===== config.mk =====
export PLATFORM = sky130hd
export DESIGN_NAME = manch_rx_ctrl_flat
export DESIGN_NICKNAME = d
export VERILOG_FILES = /design/src/rtl/manch_rx_ctrl_if.sv /design/src/rtl/manch_rx_ctrl.sv /design/src/flat_wrapper.sv
export SDC_FILE = /design/constraint.sdc
export NUM_CORES = 1
export LEC_CHECK = 0
export CORE_ASPECT_RATIO = 1.4
export CORE_MARGIN = 3
export CORE_UTILIZATION = 32
export DETAILED_ROUTE_END_ITERATION = 16
export GPL_ROUTABILITY_DRIVEN = 1
export HOLD_SLACK_MARGIN = 0.03
export PLACE_DENSITY = 0.62
export SYNTH_ARGS = -nofsm -noshare
export SYNTH_HDL_FRONTEND = slang
export SYNTH_SLANG_ARGS = --single-unit

===== constraint.sdc =====
create_clock -name clk_20x -period 1.84 [get_ports clk_20x]
set_input_delay 0.368 -clock clk_20x [delete_from_list [all_inputs] [get_ports clk_20x]]
set_output_delay 0.368 -clock clk_20x [all_outputs]
set_load 0.05 [all_outputs]

===== src/rtl/manch_rx_ctrl_if.sv =====
// Decoder-side and consumer-side signals of the Manchester frame receiver.
// parity_err exists only when MANCH_RX_PARITY_EN is defined.
interface manch_rx_ctrl_if #(parameter int DATAWIDTH = 8);
  logic                 line_in;
  logic                 bit_in;
  logic                 bit_valid;
  logic                 dec_enable;
  logic                 dec_clear;
  logic [DATAWIDTH-1:0] data_out;
  logic                 data_valid;
  logic                 data_ready;
  logic                 frame_err;
  logic                 overrun;
  logic                 busy;
`ifdef MANCH_RX_PARITY_EN
  logic                 parity_err;
`endif

  modport master (
    input  line_in, bit_in, bit_valid, data_ready,
`ifdef MANCH_RX_PARITY_EN
    output parity_err,
`endif
    output dec_enable, dec_clear, data_out, data_valid, frame_err, overrun, busy
  );

  modport slave (
    output line_in, bit_in, bit_valid, data_ready,
`ifdef MANCH_RX_PARITY_EN
    input  parity_err,
`endif
    input  dec_enable, dec_clear, data_out, data_valid, frame_err, overrun, busy
  );
endinterface


===== src/rtl/manch_rx_ctrl.sv =====
// Frame-level receive controller: start/data/stop framing, timeout, output register.
// Optional even-parity bit enabled by defining MANCH_RX_PARITY_EN.
module manch_rx_ctrl #(
  parameter int DATAWIDTH   = 8,
  parameter int TIMEOUT_CYC = 60,
  parameter int CNT_W       = 6
) (
  input  logic            clk_20x,
  input  logic            rst_n,
  manch_rx_ctrl_if.master bus
);
  localparam int BW = (DATAWIDTH > 1) ? $clog2(DATAWIDTH) : 1;

  typedef enum logic [2:0] {
    S_IDLE, S_ARM, S_START, S_DATA,
`ifdef MANCH_RX_PARITY_EN
    S_PARITY,
`endif
    S_STOP
  } state_e;

  state_e               state_q, state_d;
  logic                 line_q, line_d;
  logic [CNT_W-1:0]     tmo_q, tmo_d;
  logic [BW-1:0]        bcnt_q, bcnt_d;
  logic [DATAWIDTH-1:0] sr_q, sr_d;
  logic [DATAWIDTH-1:0] dout_q, dout_d;
  logic                 dv_q, dv_d;
  logic                 fe_q, fe_d;
  logic                 ovr_q, ovr_d;
  logic                 clr_q, clr_d;
  logic                 en_q, en_d;
  logic                 in_frame;
`ifdef MANCH_RX_PARITY_EN
  logic                 pe_q, pe_d;
`endif

  always_ff @(posedge clk_20x) begin
    if (!rst_n) begin
      state_q <= S_IDLE;
      line_q  <= 1'b0;
      tmo_q   <= '0;
      bcnt_q  <= '0;
      sr_q    <= '0;
      dout_q  <= '0;
      dv_q    <= 1'b0;
      fe_q    <= 1'b0;
      ovr_q   <= 1'b0;
      clr_q   <= 1'b0;
      en_q    <= 1'b0;
`ifdef MANCH_RX_PARITY_EN
      pe_q    <= 1'b0;
`endif
    end else begin
      state_q <= state_d;
      line_q  <= line_d;
      tmo_q   <= tmo_d;
      bcnt_q  <= bcnt_d;
      sr_q    <= sr_d;
      dout_q  <= dout_d;
      dv_q    <= dv_d;
      fe_q    <= fe_d;
      ovr_q   <= ovr_d;
      clr_q   <= clr_d;
      en_q    <= en_d;
`ifdef MANCH_RX_PARITY_EN
      pe_q    <= pe_d;
`endif
    end
  end

  always_comb begin
    state_d  = state_q;
    line_d   = bus.line_in;
    tmo_d    = tmo_q;
    bcnt_d   = bcnt_q;
    sr_d     = sr_q;
    dout_d   = dout_q;
    dv_d     = dv_q;
    fe_d     = 1'b0;
    ovr_d    = ovr_q;
`ifdef MANCH_RX_PARITY_EN
    pe_d     = 1'b0;
    in_frame = state_q inside {S_START, S_DATA, S_PARITY, S_STOP};
`else
    in_frame = state_q inside {S_START, S_DATA, S_STOP};
`endif
    // Decoder controls lag the state by one cycle so clear precedes enable.
    clr_d    = (state_q == S_ARM);
    en_d     = in_frame;

    if (dv_q && bus.data_ready) dv_d = 1'b0;

    if (in_frame) begin
      if (bus.bit_valid) tmo_d = '0;
      else if (tmo_q == CNT_W'(TIMEOUT_CYC - 1)) begin
        fe_d    = 1'b1;
        state_d = S_IDLE;
      end else tmo_d = tmo_q + 1'b1;
    end

    case (state_q)
      S_IDLE:  if (bus.line_in && !line_q) state_d = S_ARM;
      S_ARM: begin
        state_d = S_START;
        tmo_d   = '0;
      end
      S_START: if (bus.bit_valid) begin
        if (bus.bit_in) begin
          fe_d    = 1'b1;
          state_d = S_IDLE;
        end else begin
          bcnt_d  = '0;
          state_d = S_DATA;
        end
      end
      S_DATA: if (bus.bit_valid) begin
        sr_d = {bus.bit_in, sr_q[DATAWIDTH-1:1]};
        if (bcnt_q == BW'(DATAWIDTH - 1)) begin
`ifdef MANCH_RX_PARITY_EN
          state_d = S_PARITY;
`else
          state_d = S_STOP;
`endif
        end else bcnt_d = bcnt_q + 1'b1;
      end
`ifdef MANCH_RX_PARITY_EN
      S_PARITY: if (bus.bit_valid) begin
        pe_d    = (bus.bit_in != ^sr_q);
        state_d = S_STOP;
      end
`endif
      S_STOP: if (bus.bit_valid) begin
        state_d = S_IDLE;
        if (!bus.bit_in) fe_d = 1'b1;
        else if (!dv_q || bus.data_ready) begin
          dout_d = sr_q;
          dv_d   = 1'b1;
        end else ovr_d = 1'b1;
      end
      default: state_d = S_IDLE;
    endcase
  end

  assign bus.dec_enable = en_q;
  assign bus.dec_clear  = clr_q;
  assign bus.data_out   = dout_q;
  assign bus.data_valid = dv_q;
  assign bus.frame_err  = fe_q;
  assign bus.overrun    = ovr_q;
  assign bus.busy       = (state_q != S_IDLE);
`ifdef MANCH_RX_PARITY_EN
  assign bus.parity_err = pe_q;
`endif
endmodule


===== src/flat_wrapper.sv =====
// flat-port wrapper written by rule: the top's interface ports become plain ports
module manch_rx_ctrl_flat 
#(
  parameter int DATAWIDTH   = 8,
  parameter int TIMEOUT_CYC = 60,
  parameter int CNT_W       = 6
)
  (clk_20x, rst_n, bus_line_in, bus_bit_in, bus_bit_valid, bus_data_ready, bus_dec_enable, bus_dec_clear, bus_data_out, bus_data_valid, bus_frame_err, bus_overrun, bus_busy);
  manch_rx_ctrl_if #(.DATAWIDTH(DATAWIDTH)) bus_i ();
  input  logic clk_20x;
  input  logic rst_n;
  input wire logic [$bits(bus_i.line_in)-1:0] bus_line_in;
  input wire logic [$bits(bus_i.bit_in)-1:0] bus_bit_in;
  input wire logic [$bits(bus_i.bit_valid)-1:0] bus_bit_valid;
  input wire logic [$bits(bus_i.data_ready)-1:0] bus_data_ready;
  output wire logic [$bits(bus_i.dec_enable)-1:0] bus_dec_enable;
  output wire logic [$bits(bus_i.dec_clear)-1:0] bus_dec_clear;
  output wire logic [$bits(bus_i.data_out)-1:0] bus_data_out;
  output wire logic [$bits(bus_i.data_valid)-1:0] bus_data_valid;
  output wire logic [$bits(bus_i.frame_err)-1:0] bus_frame_err;
  output wire logic [$bits(bus_i.overrun)-1:0] bus_overrun;
  output wire logic [$bits(bus_i.busy)-1:0] bus_busy;
  assign bus_i.line_in = bus_line_in;
  assign bus_i.bit_in = bus_bit_in;
  assign bus_i.bit_valid = bus_bit_valid;
  assign bus_i.data_ready = bus_data_ready;
  assign bus_dec_enable = bus_i.dec_enable;
  assign bus_dec_clear = bus_i.dec_clear;
  assign bus_data_out = bus_i.data_out;
  assign bus_data_valid = bus_i.data_valid;
  assign bus_frame_err = bus_i.frame_err;
  assign bus_overrun = bus_i.overrun;
  assign bus_busy = bus_i.busy;
  manch_rx_ctrl #(.DATAWIDTH(DATAWIDTH), .TIMEOUT_CYC(TIMEOUT_CYC), .CNT_W(CNT_W)) u_core (.clk_20x(clk_20x), .rst_n(rst_n), .bus(bus_i));
endmodule

==> flow_summary.yaml, run 1 <==
layout:
  nets: 198
  final_cell_mix: "33 x dfxtp_1, 23 x nor2_1, 21 x nand2_1"
  antenna_cells: 0
  final_cell_count_no_fill: 250
  syn2layout_area_growth_pct: 26.8
  layout_commonest_cell: "dfxtp_1"
  drive_gt1_frac: 0.179
  final_area_sq_um: 1840
  finish.utilization: 0.427
  fillCellCount: 443
  ff_latch_area_sq_um: 682
  multi_input_area_sq_um: 718
detailed_routing:
  wl_per_cell_microns: 11.3
  num_vias: 1191
  viasPerCell: 4.76
  drt_pass1_iterations: 4
  wl_microns: 2840
  drt_iter0_drc: 27
  drc: 0
  postRouteAntennaNets: 0
timing:
  fin_worst_skew_ns: 0.00747
  rsz0062_at_grt: "false"
  min_period_over_period: 0.964
  worst-slew-pin-transition_ns: 0.500
  whs_ns: 0.462
  setup-tns-final_ns: 0
  setup_slack_ns: 0.0654
  finalHoldViolCount: 0
  period_minus_slack_ns: 1.77
  max_clock_freq_mhz: 564
  setup_viol: 0
  relSlewSlack: 0.666
  drv_slew: 0
synthesis:
  syn_inst: 162
  syn_nets: 171
  ys_seq_elements: 34
  yosysUniqueCellTypes: 39
  syn-cell-area_sq_um: 1450
  postSynthAreaPerCell_sq_um: 8.95
  yosysSeqAreaShare: 0.469
  ys_warn_count: 0
floorplanning:
  die_area_sq_um: 5390
  io_pins: 20
  core_sq_um: 4310
  die-height_microns: 85.7
  fp.dieW_microns: 62.9
  fp-row-count: 28
  initial_utilization: 0.337
clocking:
  cts.sinks: 34
  post_cts_resized: 0
  cts_root_buffer: "clkbuf_8"
  clk_pin_slew_ns: 0.08
  cts_setup_buffers: 0
  clk_latency_ns: 0.29
  cts.htree.levels: 2
  cts_tree: "yes"
  cts_buffers: 5
  clockBufferDepth: 2
  hold_buffers: 0
worst_setup_path:
  cp.required_ns: 1.47
  cp_slowest_cell: "clkdlybuf4s50_1"
  path_class: "register to output pin"
  crit_path_max_fanout: 2
  critPathBufInv: 1
  cp-end-kind: "output pin"
  crit_family: "buffers and inverters"
  crit_chain: "clkdlybuf4s50_1"
  cp.arrival_ns: 1.41
  cp_slowest_stage_delay_ns: 0.80
  start_kind: "register"
pwr:
  p_per_area_nw_per_um2: 847
  leakage_nw: 0.783
  power_frac_comb: 0.076
  p_seq_frac: 0.486
  pwr-share-clk: 0.438
  swShare: 0.232
  power_mw: 1.56
  switchingPower_mw: 0.361
  intPower_mw: 1.20
  ir_worst_vdd_uv: 444
global_routing:
  overflow: 0
  track_usage: 0.115
  grt_pass1_wl_microns: 4950
  antenna_found_initial: 0
  grt_max_degree: 24
  grt_pass1_vias: 1158
place:
  place_inst: 242
  io_buffers: 19
  routabilityCongestion: 0.792
  dp_hpwl_microns: 2110
  pre_cts_slack_ns: 0.0147
  placedInstanceArea_sq_um: 1720
flow_run:
  drv_cap: 0
worst_hold_path:
  hp-class: "register to register"
run_status:
  outcome: "finished, final reports clean"
==> per-layer routing <==
layer | part of all wire | GRT usage | vias to the layer above
met5 | 0 | 0 | -
met4 | 0.017 | 0.0622 | 0
met3 | 0.054 | 0.0275 | 4
met2 | 0.48 | 0.193 | 25
met1 | 0.44 | 0.134 | 548
li1 | - | - | 614
==> state kept, by name, indices dropped and copies added (netlist names) <==
name / flops
u_core.line_q: 1
u_core.bus.overrun: 1
u_core.bus.data_out: 8
u_core.bus.frame_err: 1
u_core.tmo_q: 6
u_core.bcnt_q: 3
u_core.state_q: 3
u_core.bus.data_valid: 1
u_core.bus.dec_clear: 1
u_core.sr_q: 8
u_core.bus.dec_enable: 1
==> logic make-up after synthesis <==
logic type,share of synthesized area
muxes,0.0552
and+or+nand+nor,0.248
xor gates and xnor gates,0.0181
adders and majority gates,0.0259
AOI/OAI and AO/OA,0.148
buffers and inverters,0.0354
DFF,0.469
==> path summary, 6_finish.rpt <==
| path | from | to | slack (ns) | depth (start not counted) |
|---|---|---|---|---|
| worst max-delay path | u_core.bus.data_valid | bus_data_valid | 0.07 | 1 |
| worst min-delay path | u_core.sr_q[0] | u_core.sr_q[0] | 0.46 | 2 |
| worst max register to register | u_core.state_q[2] | u_core.state_q[2] | 0.25 | 5 |
| worst min register to register | u_core.sr_q[0] | u_core.sr_q[0] | 0.46 | 2 |
==> Yosys cell counts <==
cell / number / area share
o31ai_1: 1 / 0.0052
nor4b_1: 1 / 0.0060
nor2b_1: 1 / 0.0043
buf_4: 1 / 0.0052
nand3_2: 1 / 0.0069
mux2i_1: 8 / 0.055
and2_1: 2 / 0.0086
a21oi_1: 14 / 0.048
buf_2: 2 / 0.0069
and3_1: 1 / 0.0043
ha_1: 3 / 0.026
o2111ai_1: 2 / 0.012
dfxtp_1: 34 / 0.47
nand2_1: 21 / 0.054
nand2b_1: 4 / 0.017
nand3b_1: 1 / 0.0052
o21a_1: 1 / 0.0052
nand4b_1: 2 / 0.012
a2111o_1: 1 / 0.0078
or3_1: 2 / 0.0086
clkbuf_1: 5 / 0.013
a21boi_0: 1 / 0.0052
nor3b_1: 2 / 0.010
nor3_1: 3 / 0.010
inv_1: 4 / 0.010
o221ai_1: 1 / 0.0060
o211ai_1: 2 / 0.010
o32a_1: 2 / 0.014
or4_1: 1 / 0.0052
nor2_1: 23 / 0.060
xor2_1: 3 / 0.018
nor3b_4: 1 / 0.013
a22oi_1: 3 / 0.016
and2b_1: 1 / 0.0052
o22ai_2: 1 / 0.0086
and4bb_2: 1 / 0.0086
o21ai_0: 3 / 0.010
nand3_1: 1 / 0.0034
or2_2: 1 / 0.0043
==> area by class of cell <==
type                       count  share of cell area
sequential                    34               0.371
multi-input combinational    116               0.390
clock buffer                   5              0.0374
tap                           60              0.0408
inverter                       4             0.00816
timing repair buffer          28               0.128
clock inverter                 3              0.0245
==> power groups by stage <==
stage                     clock, mW  sequential [mW]  combinational [mW]
after floorplan                   0            0.774              0.0745
after global placement            0            0.774               0.120
after detailed placement          0            0.773               0.120
after CTS                     0.695            0.756               0.120
after global routing          0.719            0.758               0.130
final                         0.682            0.757               0.118
Note: power is estimated with default switching activity, not from simulation.
==> run 2: changes to the inputs <==
--- a/config.mk
+++ b/config.mk
@@ -9,7 +9,7 @@
 export CORE_MARGIN = 3
 export CORE_UTILIZATION = 32
 export DETAILED_ROUTE_END_ITERATION = 16
-export GPL_ROUTABILITY_DRIVEN = 1
+export GPL_ROUTABILITY_DRIVEN = 0
 export HOLD_SLACK_MARGIN = 0.03
 export PLACE_DENSITY = 0.62
 export SYNTH_ARGS = -nofsm -noshare
==> results of run 2 <==
No change in the layout: final DEF, timing and power equal those of run 1.
